===== src/rtl/fpu_csr_file_if.sv =====
// rtl/fpu_csr_file_if.sv - CSR request/response handshake bundle for the FPU CSR file
interface fpu_csr_file_if #(
  parameter int NW_WIDTH = 2
);
  logic                csr_req_valid;
  logic                csr_req_ready;
  logic [NW_WIDTH-1:0] csr_req_wid;
  logic [11:0]         csr_req_addr;
  logic [1:0]          csr_req_op;
  logic [7:0]          csr_req_wdata;
  logic                csr_rsp_valid;
  logic                csr_rsp_ready;
  logic [31:0]         csr_rsp_data;

  modport master (
    output csr_req_valid, csr_req_wid, csr_req_addr, csr_req_op, csr_req_wdata, csr_rsp_ready,
    input  csr_req_ready, csr_rsp_valid, csr_rsp_data
  );

  modport slave (
    input  csr_req_valid, csr_req_wid, csr_req_addr, csr_req_op, csr_req_wdata, csr_rsp_ready,
    output csr_req_ready, csr_rsp_valid, csr_rsp_data
  );
endinterface


===== src/rtl/fpu_csr_file.sv =====
// rtl/fpu_csr_file.sv - per-warp frm/fflags storage with drain-aware CSR access FSM
module fpu_csr_file #(
  parameter int NUM_WARPS      = 4,
  parameter int NUM_FPU_BLOCKS = 1,
  parameter int FPUQ_SIZE      = 8,
  localparam int NW_WIDTH      = (NUM_WARPS > 1) ? $clog2(NUM_WARPS) : 1,
  localparam int PEND_W        = $clog2(NUM_FPU_BLOCKS * FPUQ_SIZE + 1)
) (
  input  logic                                     clk,
  input  logic                                     reset,
  input  logic [NUM_FPU_BLOCKS-1:0][NW_WIDTH-1:0]  read_wid,
  output logic [NUM_FPU_BLOCKS-1:0][2:0]           read_frm,
  input  logic [NUM_FPU_BLOCKS-1:0]                write_enable,
  input  logic [NUM_FPU_BLOCKS-1:0][NW_WIDTH-1:0]  write_wid,
  input  logic [NUM_FPU_BLOCKS-1:0][4:0]           write_fflags,
  input  logic                                     pend_inc_valid,
  input  logic [NW_WIDTH-1:0]                      pend_inc_wid,
  input  logic [NUM_FPU_BLOCKS-1:0]                pend_dec_valid,
  input  logic [NUM_FPU_BLOCKS-1:0][NW_WIDTH-1:0]  pend_dec_wid,
  fpu_csr_file_if.slave                            csr,
  output logic                                     err
);

  localparam int          PEND_MAX    = (1 << PEND_W) - 1;
  localparam logic [11:0] ADDR_FFLAGS = 12'h001;
  localparam logic [11:0] ADDR_FRM    = 12'h002;
  localparam logic [11:0] ADDR_FCSR   = 12'h003;
  localparam logic [1:0]  OP_READ     = 2'd0;
  localparam logic [1:0]  OP_WRITE    = 2'd1;
  localparam logic [1:0]  OP_SET      = 2'd2;
  localparam logic [1:0]  OP_CLEAR    = 2'd3;

  typedef enum logic [1:0] {S_IDLE, S_WAIT, S_RESP} state_t;

  state_t state_q, state_d;

  logic [4:0]        fflags_q [NUM_WARPS];
  logic [2:0]        frm_q    [NUM_WARPS];
  logic [PEND_W-1:0] pend_q   [NUM_WARPS];
  logic [4:0]        acc_ff   [NUM_WARPS];
  int                pend_sum [NUM_WARPS];
  logic              pend_err;

  logic [NW_WIDTH-1:0] lat_wid;
  logic [11:0]         lat_addr;
  logic [1:0]          lat_op;
  logic [7:0]          lat_wdata;
  logic [31:0]         rsp_data_q;

  logic        req_ready, rsp_valid, exec, exempt;
  logic [31:0] old_data;
  logic [4:0]  new_ff, cur_ff, ff_opnd;
  logic [2:0]  new_fr, cur_fr, fr_opnd;
  logic        upd_ff, upd_fr;

  assign csr.csr_req_ready = req_ready;
  assign csr.csr_rsp_valid = rsp_valid;
  assign csr.csr_rsp_data  = rsp_data_q;

  // Per-block frm lookup, straight from the warp's register.
  always_comb begin
    for (int b = 0; b < NUM_FPU_BLOCKS; b++) begin
      read_frm[b] = frm_q[read_wid[b]];
    end
  end

  // Merge flags from every FPU block that targets each warp this cycle.
  always_comb begin
    for (int w = 0; w < NUM_WARPS; w++) begin
      acc_ff[w] = '0;
      for (int b = 0; b < NUM_FPU_BLOCKS; b++) begin
        if (write_enable[b] && write_wid[b] == NW_WIDTH'(w)) begin
          acc_ff[w] = acc_ff[w] | write_fflags[b];
        end
      end
    end
  end

  // Net pending-count update per warp; out-of-range results flag an error.
  always_comb begin
    pend_err = 1'b0;
    for (int w = 0; w < NUM_WARPS; w++) begin
      pend_sum[w] = int'(pend_q[w]);
      if (pend_inc_valid && pend_inc_wid == NW_WIDTH'(w)) begin
        pend_sum[w] = pend_sum[w] + 1;
      end
      for (int b = 0; b < NUM_FPU_BLOCKS; b++) begin
        if (pend_dec_valid[b] && pend_dec_wid[b] == NW_WIDTH'(w)) begin
          pend_sum[w] = pend_sum[w] - 1;
        end
      end
      if (pend_sum[w] < 0 || pend_sum[w] > PEND_MAX) begin
        pend_err = 1'b1;
      end
    end
  end

  // Old value and updated fields for the latched CSR access.
  always_comb begin
    cur_ff   = fflags_q[lat_wid];
    cur_fr   = frm_q[lat_wid];
    ff_opnd  = lat_wdata[4:0];
    fr_opnd  = (lat_addr == ADDR_FCSR) ? lat_wdata[7:5] : lat_wdata[2:0];
    old_data = '0;
    upd_ff   = 1'b0;
    upd_fr   = 1'b0;
    new_ff   = cur_ff;
    new_fr   = cur_fr;
    case (lat_addr)
      ADDR_FFLAGS: begin
        old_data = {27'b0, cur_ff};
        upd_ff   = (lat_op != OP_READ);
      end
      ADDR_FRM: begin
        old_data = {29'b0, cur_fr};
        upd_fr   = (lat_op != OP_READ);
      end
      ADDR_FCSR: begin
        old_data = {24'b0, cur_fr, cur_ff};
        upd_ff   = (lat_op != OP_READ);
        upd_fr   = (lat_op != OP_READ);
      end
      default: ;
    endcase
    case (lat_op)
      OP_WRITE: begin
        new_ff = ff_opnd;
        new_fr = fr_opnd;
      end
      OP_SET: begin
        new_ff = cur_ff | ff_opnd;
        new_fr = cur_fr | fr_opnd;
      end
      OP_CLEAR: begin
        new_ff = cur_ff & ~ff_opnd;
        new_fr = cur_fr & ~fr_opnd;
      end
      default: ;
    endcase
  end

  // frm accesses never depend on in-flight flag producers, so they skip the drain.
  assign exempt = (lat_addr == ADDR_FRM);

  // CSR access FSM: next state and handshake outputs.
  always_comb begin
    state_d   = state_q;
    req_ready = 1'b0;
    rsp_valid = 1'b0;
    exec      = 1'b0;
    case (state_q)
      S_IDLE: begin
        req_ready = 1'b1;
        if (csr.csr_req_valid) state_d = S_WAIT;
      end
      S_WAIT: begin
        if (exempt || pend_q[lat_wid] == '0) begin
          exec    = 1'b1;
          state_d = S_RESP;
        end
      end
      S_RESP: begin
        rsp_valid = 1'b1;
        if (csr.csr_rsp_ready) state_d = S_IDLE;
      end
      default: state_d = S_IDLE;
    endcase
  end

  // FSM state register.
  always_ff @(posedge clk or posedge reset) begin
    if (reset) state_q <= S_IDLE;
    else       state_q <= state_d;
  end

  // Capture the request on acceptance and the old value at execution.
  always_ff @(posedge clk or posedge reset) begin
    if (reset) begin
      lat_wid    <= '0;
      lat_addr   <= '0;
      lat_op     <= '0;
      lat_wdata  <= '0;
      rsp_data_q <= '0;
    end else begin
      if (req_ready && csr.csr_req_valid) begin
        lat_wid   <= csr.csr_req_wid;
        lat_addr  <= csr.csr_req_addr;
        lat_op    <= csr.csr_req_op;
        lat_wdata <= csr.csr_req_wdata;
      end
      if (exec) rsp_data_q <= old_data;
    end
  end

  // Per-warp state: CSR update merged with FPU flag accumulation, pending counters, sticky error.
  always_ff @(posedge clk or posedge reset) begin
    if (reset) begin
      for (int w = 0; w < NUM_WARPS; w++) begin
        fflags_q[w] <= '0;
        frm_q[w]    <= '0;
        pend_q[w]   <= '0;
      end
      err <= 1'b0;
    end else begin
      for (int w = 0; w < NUM_WARPS; w++) begin
        if (exec && upd_ff && lat_wid == NW_WIDTH'(w)) fflags_q[w] <= new_ff | acc_ff[w];
        else                                          fflags_q[w] <= fflags_q[w] | acc_ff[w];
        if (exec && upd_fr && lat_wid == NW_WIDTH'(w)) frm_q[w] <= new_fr;
        if (pend_sum[w] < 0)             pend_q[w] <= '0;
        else if (pend_sum[w] > PEND_MAX) pend_q[w] <= pend_q[w];
        else                             pend_q[w] <= PEND_W'(pend_sum[w]);
      end
      if (pend_err) err <= 1'b1;
    end
  end

endmodule


===== src/flat_wrapper.sv =====
// flat-port wrapper written by rule: the top's interface ports become plain ports
module fpu_csr_file_flat 
#(
  parameter int NUM_WARPS      = 4,
  parameter int NUM_FPU_BLOCKS = 1,
  parameter int FPUQ_SIZE      = 8,
  localparam int NW_WIDTH      = (NUM_WARPS > 1) ? $clog2(NUM_WARPS) : 1,
  localparam int PEND_W        = $clog2(NUM_FPU_BLOCKS * FPUQ_SIZE + 1)
)
  (clk, reset, read_wid, read_frm, write_enable, write_wid, write_fflags, pend_inc_valid, pend_inc_wid, pend_dec_valid, pend_dec_wid, err, csr_csr_req_valid, csr_csr_req_wid, csr_csr_req_addr, csr_csr_req_op, csr_csr_req_wdata, csr_csr_rsp_ready, csr_csr_req_ready, csr_csr_rsp_valid, csr_csr_rsp_data);
  fpu_csr_file_if #(.NW_WIDTH((2))) csr_i ();
  input  logic clk;
  input  logic reset;
  input  logic [NUM_FPU_BLOCKS-1:0][NW_WIDTH-1:0] read_wid;
  output logic [NUM_FPU_BLOCKS-1:0][2:0] read_frm;
  input  logic [NUM_FPU_BLOCKS-1:0] write_enable;
  input  logic [NUM_FPU_BLOCKS-1:0][NW_WIDTH-1:0] write_wid;
  input  logic [NUM_FPU_BLOCKS-1:0][4:0] write_fflags;
  input  logic pend_inc_valid;
  input  logic [NW_WIDTH-1:0] pend_inc_wid;
  input  logic [NUM_FPU_BLOCKS-1:0] pend_dec_valid;
  input  logic [NUM_FPU_BLOCKS-1:0][NW_WIDTH-1:0] pend_dec_wid;
  output logic err;
  input wire logic [$bits(csr_i.csr_req_valid)-1:0] csr_csr_req_valid;
  input wire logic [$bits(csr_i.csr_req_wid)-1:0] csr_csr_req_wid;
  input wire logic [$bits(csr_i.csr_req_addr)-1:0] csr_csr_req_addr;
  input wire logic [$bits(csr_i.csr_req_op)-1:0] csr_csr_req_op;
  input wire logic [$bits(csr_i.csr_req_wdata)-1:0] csr_csr_req_wdata;
  input wire logic [$bits(csr_i.csr_rsp_ready)-1:0] csr_csr_rsp_ready;
  output wire logic [$bits(csr_i.csr_req_ready)-1:0] csr_csr_req_ready;
  output wire logic [$bits(csr_i.csr_rsp_valid)-1:0] csr_csr_rsp_valid;
  output wire logic [$bits(csr_i.csr_rsp_data)-1:0] csr_csr_rsp_data;
  assign csr_i.csr_req_valid = csr_csr_req_valid;
  assign csr_i.csr_req_wid = csr_csr_req_wid;
  assign csr_i.csr_req_addr = csr_csr_req_addr;
  assign csr_i.csr_req_op = csr_csr_req_op;
  assign csr_i.csr_req_wdata = csr_csr_req_wdata;
  assign csr_i.csr_rsp_ready = csr_csr_rsp_ready;
  assign csr_csr_req_ready = csr_i.csr_req_ready;
  assign csr_csr_rsp_valid = csr_i.csr_rsp_valid;
  assign csr_csr_rsp_data = csr_i.csr_rsp_data;
  fpu_csr_file #(.NUM_WARPS(NUM_WARPS), .NUM_FPU_BLOCKS(NUM_FPU_BLOCKS), .FPUQ_SIZE(FPUQ_SIZE)) u_core (.clk(clk), .reset(reset), .read_wid(read_wid), .read_frm(read_frm), .write_enable(write_enable), .write_wid(write_wid), .write_fflags(write_fflags), .pend_inc_valid(pend_inc_valid), .pend_inc_wid(pend_inc_wid), .pend_dec_valid(pend_dec_valid), .pend_dec_wid(pend_dec_wid), .csr(csr_i), .err(err));
endmodule

===== config.mk =====
export PLATFORM = sky130hd
export DESIGN_NAME = fpu_csr_file_flat
export DESIGN_NICKNAME = d
export VERILOG_FILES = /design/src/rtl/fpu_csr_file_if.sv /design/src/rtl/fpu_csr_file.sv /design/src/flat_wrapper.sv
export SDC_FILE = /design/constraint.sdc
export NUM_CORES = 1
export LEC_CHECK = 0
export BUFFER_PORTS_ARGS = -buffer_cell sky130_fd_sc_hd__clkbuf_2
export CAP_MARGIN = 20
export CORE_UTILIZATION = 50
export DETAILED_ROUTE_END_ITERATION = 16
export GPL_ROUTABILITY_DRIVEN = 0
export PLACE_DENSITY = 0.69
export SKIP_CTS_REPAIR_TIMING = 1
export SYNTH_ARGS = -nofsm -noshare
export SYNTH_HDL_FRONTEND = slang
export SYNTH_SLANG_ARGS = --single-unit

===== constraint.sdc =====
create_clock -name clk -period 8.2 [get_ports clk]
set_input_delay 0.82 -clock clk [delete_from_list [all_inputs] [get_ports clk]]
set_output_delay 0.82 -clock clk [all_outputs]
set_load 0.005 [all_outputs]

==> metrics.md <==
| Metric | Value |
|---|---|
| Outcome | finished clean |
| Gr usage total | a little under a quarter |
| Fin. Hold Viols | 0 |
| CTS tree | yes |
| Max VDD drop | ~0.18 mV |
| Clk slew on worst S/H paths | 0.09 ns |
| Post-layout util | 57.2% |
| Slowest cell on the critical path | nor3b_4 |
| Via-per-instance ratio | around 6.0 |
| FF+latch area | 0.00208 mm^2 |
| Initial antenna violation count | 0 |
| Die X-Extent | 107 um |
| Syn Std Cell Area | 0.00549 mm^2 |
| Htree depth | 3 |
| Post-Synthesis Mean Instance Area | 10.0 um^2 |
| PD cells | 279 mW/mm^2 |
| Crit Path Class | input pin to flip-flop |
| Crit Reg-Reg Endpoint | u_core.err$_DFFE_PP0P_ |
| Via count | 4385 |
| DP HPWL | ~9100 um |
| Clock skew | 0.00984 ns |
| Slew Viols, Final | 0 |
| Post-synth EDFFs | 0 |
| Fin crit share | 37.7% |
| Row count | 37 |
| Buffers on Ports | between 50 and 60 |
| Final WL | between 10000 and 15000 um |
| Fmax | 324 MHz |
| First-pass GRT wire length | 20400 um |
| Layout fillers | a little over 900 |
| Worst setup SP type | input pin |
| Reg2Reg Depth | 11 |
| RSZ-0062 raised after global routing | no |
| Crit path cell chain | clkbuf_2, nor3b_4, mux2i_1, ha_1, and3_1, ha_1, and3b_1, a21boi_1, a2111oi_2, a31oi_1 |
| Final setup fails | 0 |
| Core area | 0.0105 mm^2 |
| Worst hold path class | input pin to asynchronous set/reset pin |
| Share of layout cells above drive strength 1 | about a quarter |
| Die Y | between 100 and 150 um |
| Worst-Skew Late Latency | 0.36 ns |
| MaxCap Viol Count | 0 |
| R2r setup slk | approximately 5.2 ns |
| Setup TNS | 0 ns |
| Largest net degree at the start of global routing | 84 |
| Met3 wire length | 850 um |
| Initial DRC count | 289 |
| Reg2reg start | u_core.pend_q[4]$_DFFE_PP0P_ |
| CP Capture Type | flip-flop |
| Total power | 1670 uW |
| Seq/Total Area, Yosys | 37.8% |
| Antenna Cells | 0 |
| Layout area overhead | 8.96% |
| Critical Path Max Stage Delay | 0.41 ns |
| Pre-antenna DRT Iters | 5 |
| Leak | 0.00266 uW |
| Synthesized instance count | 547 |
| I/O pin count | a little over 80 |
| CTS Sinks | 83 |
| Yosys reg bits | 83 |
| Vias in the first global route | 4316 |
| Met1 WL | 5400 um |
| Cell variety after synth | 70 |
| Multi-input logic area | 0.00314 mm^2 |
| Nets | 649 |
| Antenna Nets Post-Route | 0 |
| DR top layer | met4 |
| Remaining Overflow, GRT | 0 |
| Clock Tree Root | clkbuf_8 |
| WP data arrival | 3.33 ns |
| Max-slew headroom | just over 40% |
| Slew of the pin with the lowest slew margin | ~0.88 ns |
| CP Max Fanout | 11 |
| Die area | ~0.011 mm^2 |
| Most frequent CP cell | ha_1 |
| Starting Density | about 52% |
| DR WL/cell | 16.7 um |
| Minimum clock period | 3.09 ns |
| Share of flip-flops with an asynchronous set or reset | 100% |
| Yosys warns | 0 |
| Required @ worst endpoint | 8.44 ns |
| Synth Flop Type | dfrtp_1 |
| Longest Clk Path Bufs | 2 |
| # DRC | 0 |
| Inserted Clock Buffers | 9 |
| Met2 routed WL | between 5000 and 6000 um |
-- layer usage --
metal | vias up | global-route usage (%)
li1 | 2062 | -
met4 | 0 | 6.95
met5 | - | 0
met1 | 2143 | 30.0
met3 | 21 | 5.59
met2 | 159 | 37.1
-- cells by family after synthesis --
| group | Yosys count | share of synthesized area, % |
|---|---|---|
| xor+xnor | 18 | 2.87 |
| simple gates | 194 | 18.9 |
| other cells | 1 | 0.0683 |
| mux | 67 | 15.7 |
| compound gates | 108 | 15.3 |
| buf+inv | 64 | 6.59 |
| fa+ha+maj | 12 | 2.74 |
| flops | 83 | 37.8 |
-- sequential cells by signal (all words and copies together) (netlist names) --
register                 count
u_core.lat_wid               2
u_core.csr.csr_rsp_data      8
u_core.fflags_q             20
u_core.pend_q               16
u_core.frm_q                12
u_core.lat_op                2
u_core.lat_addr             12
u_core.state_q               2
u_core.err                   1
u_core.lat_wdata             8
-- cell usage after synthesis (8+ instances only) --
| master | count | area (um^2) |
|---|---|---|
| a211o_1 | 8 | 70.1 |
| a21oi_1 | 14 | 70.1 |
| a221o_1 | 15 | 150 |
| and3_1 | 16 | 100 |
| buf_4 | 26 | 195 |
| clkbuf_1 | 12 | 45.0 |
| dfrtp_1 | 83 | 2080 |
| ha_1 | 12 | 150 |
| inv_1 | 16 | 60.1 |
| mux2_2 | 40 | 450 |
| mux2i_1 | 15 | 150 |
| mux4_2 | 11 | 248 |
| nand2_1 | 46 | 173 |
| nand3_1 | 12 | 60.1 |
| nor2_1 | 45 | 169 |
| nor2b_1 | 13 | 81.3 |
| nor3_1 | 10 | 50.1 |
| o21ai_0 | 17 | 85.1 |
| xnor2_1 | 13 | 114 |
-- power breakdown --
| part | switching (uW) | total (uW) | internal (uW) | leakage (uW) |
|---|---|---|---|---|
| registers | 178 | 694 | 515 | 0.000971 |
| logic | 351 | 674 | 323 | 0.00159 |
| clock network | 158 | 301 | 143 | 0.0000962 |
-- metrics by stage --
step / cells / hold WS [ns] / instance area, um^2 / setup slack (ns)
after floorplan: 570 / 0.458 / 5570 / 5.09
after global placement: 716 / 0.473 / 5740 / 4.91
after detailed placement: 716 / 0.484 / 5740 / 4.77
after CTS: 732 / 0.507 / 5940 / 5.13
after global routing: 734 / 0.499 / 5980 / 4.85
final: 734 / 0.484 / 5980 / 5.11
-- worst max-delay path: cells and delay by family --
| family | cells | cell delay (ns) |
|---|---|---|
| AOI/OAI and AO/OA | 3 | 0.68 |
| muxes | 1 | 0.33 |
| and+or+nand+nor | 3 | 0.80 |
| buffers and inverters | 1 | 0.19 |
| adders and majority gates | 2 | 0.50 |
-- area by class of cell --
class	count	area share, %
Multi-Input combinational cell	423	52.4
Inverter	16	1.03
Sequential cell	83	34.7
Clock buffer	9	2.07
Timing Repair Buffer	60	5.61
Clock inverter	7	1.28
Tap cell	136	2.85
-- layout by cell type (no fill, tap or decap), types with 4 or more instances in the layout --
cell / netlist / routed
o21ai_0: 17 / 17
and3_1: 16 / 16
mux4_2: 11 / 11
xnor2_1: 13 / 13
a211oi_1: 7 / 7
nor2b_1: 13 / 13
dfrtp_1: 83 / 83
nand2_1: 46 / 46
nand2b_1: 5 / 5
and2_1: 5 / 5
nor3b_1: 5 / 5
nor3_1: 10 / 10
a31oi_1: 6 / 6
nand4_1: 7 / 7
xor2_1: 5 / 5
a221o_1: 15 / 15
a22o_1: 6 / 6
mux2i_1: 15 / 15
inv_1: 16 / 15
nand3_1: 12 / 12
mux2_2: 40 / 40
a21oi_1: 14 / 14
clkbuf_8: 0 / 9
o211ai_1: 4 / 4
a211o_1: 8 / 8
conb_1: 1 / 24
nor4_1: 4 / 4
ha_1: 12 / 12
and3b_1: 4 / 4
nor2_1: 45 / 45
clkbuf_2: 1 / 57
nand3b_1: 5 / 5
-- how the worst max path moves through the flow --
stage,startpoint,end
2_1_floorplan,pend_inc_wid[1],u_core.pend_q[12]$_DFFE_PP0P_
3_3_place_gp,pend_inc_wid[0],u_core.err$_DFFE_PP0P_
3_5_place_dp,pend_inc_valid,u_core.pend_q[12]$_DFFE_PP0P_
4_1_cts,pend_inc_valid,u_core.pend_q[12]$_DFFE_PP0P_
5_1_grt,pend_inc_wid[0],u_core.err$_DFFE_PP0P_
6_report,pend_inc_valid,u_core.pend_q[12]$_DFFE_PP0P_
No activity file was read; power rests on OpenSTA's default activity.
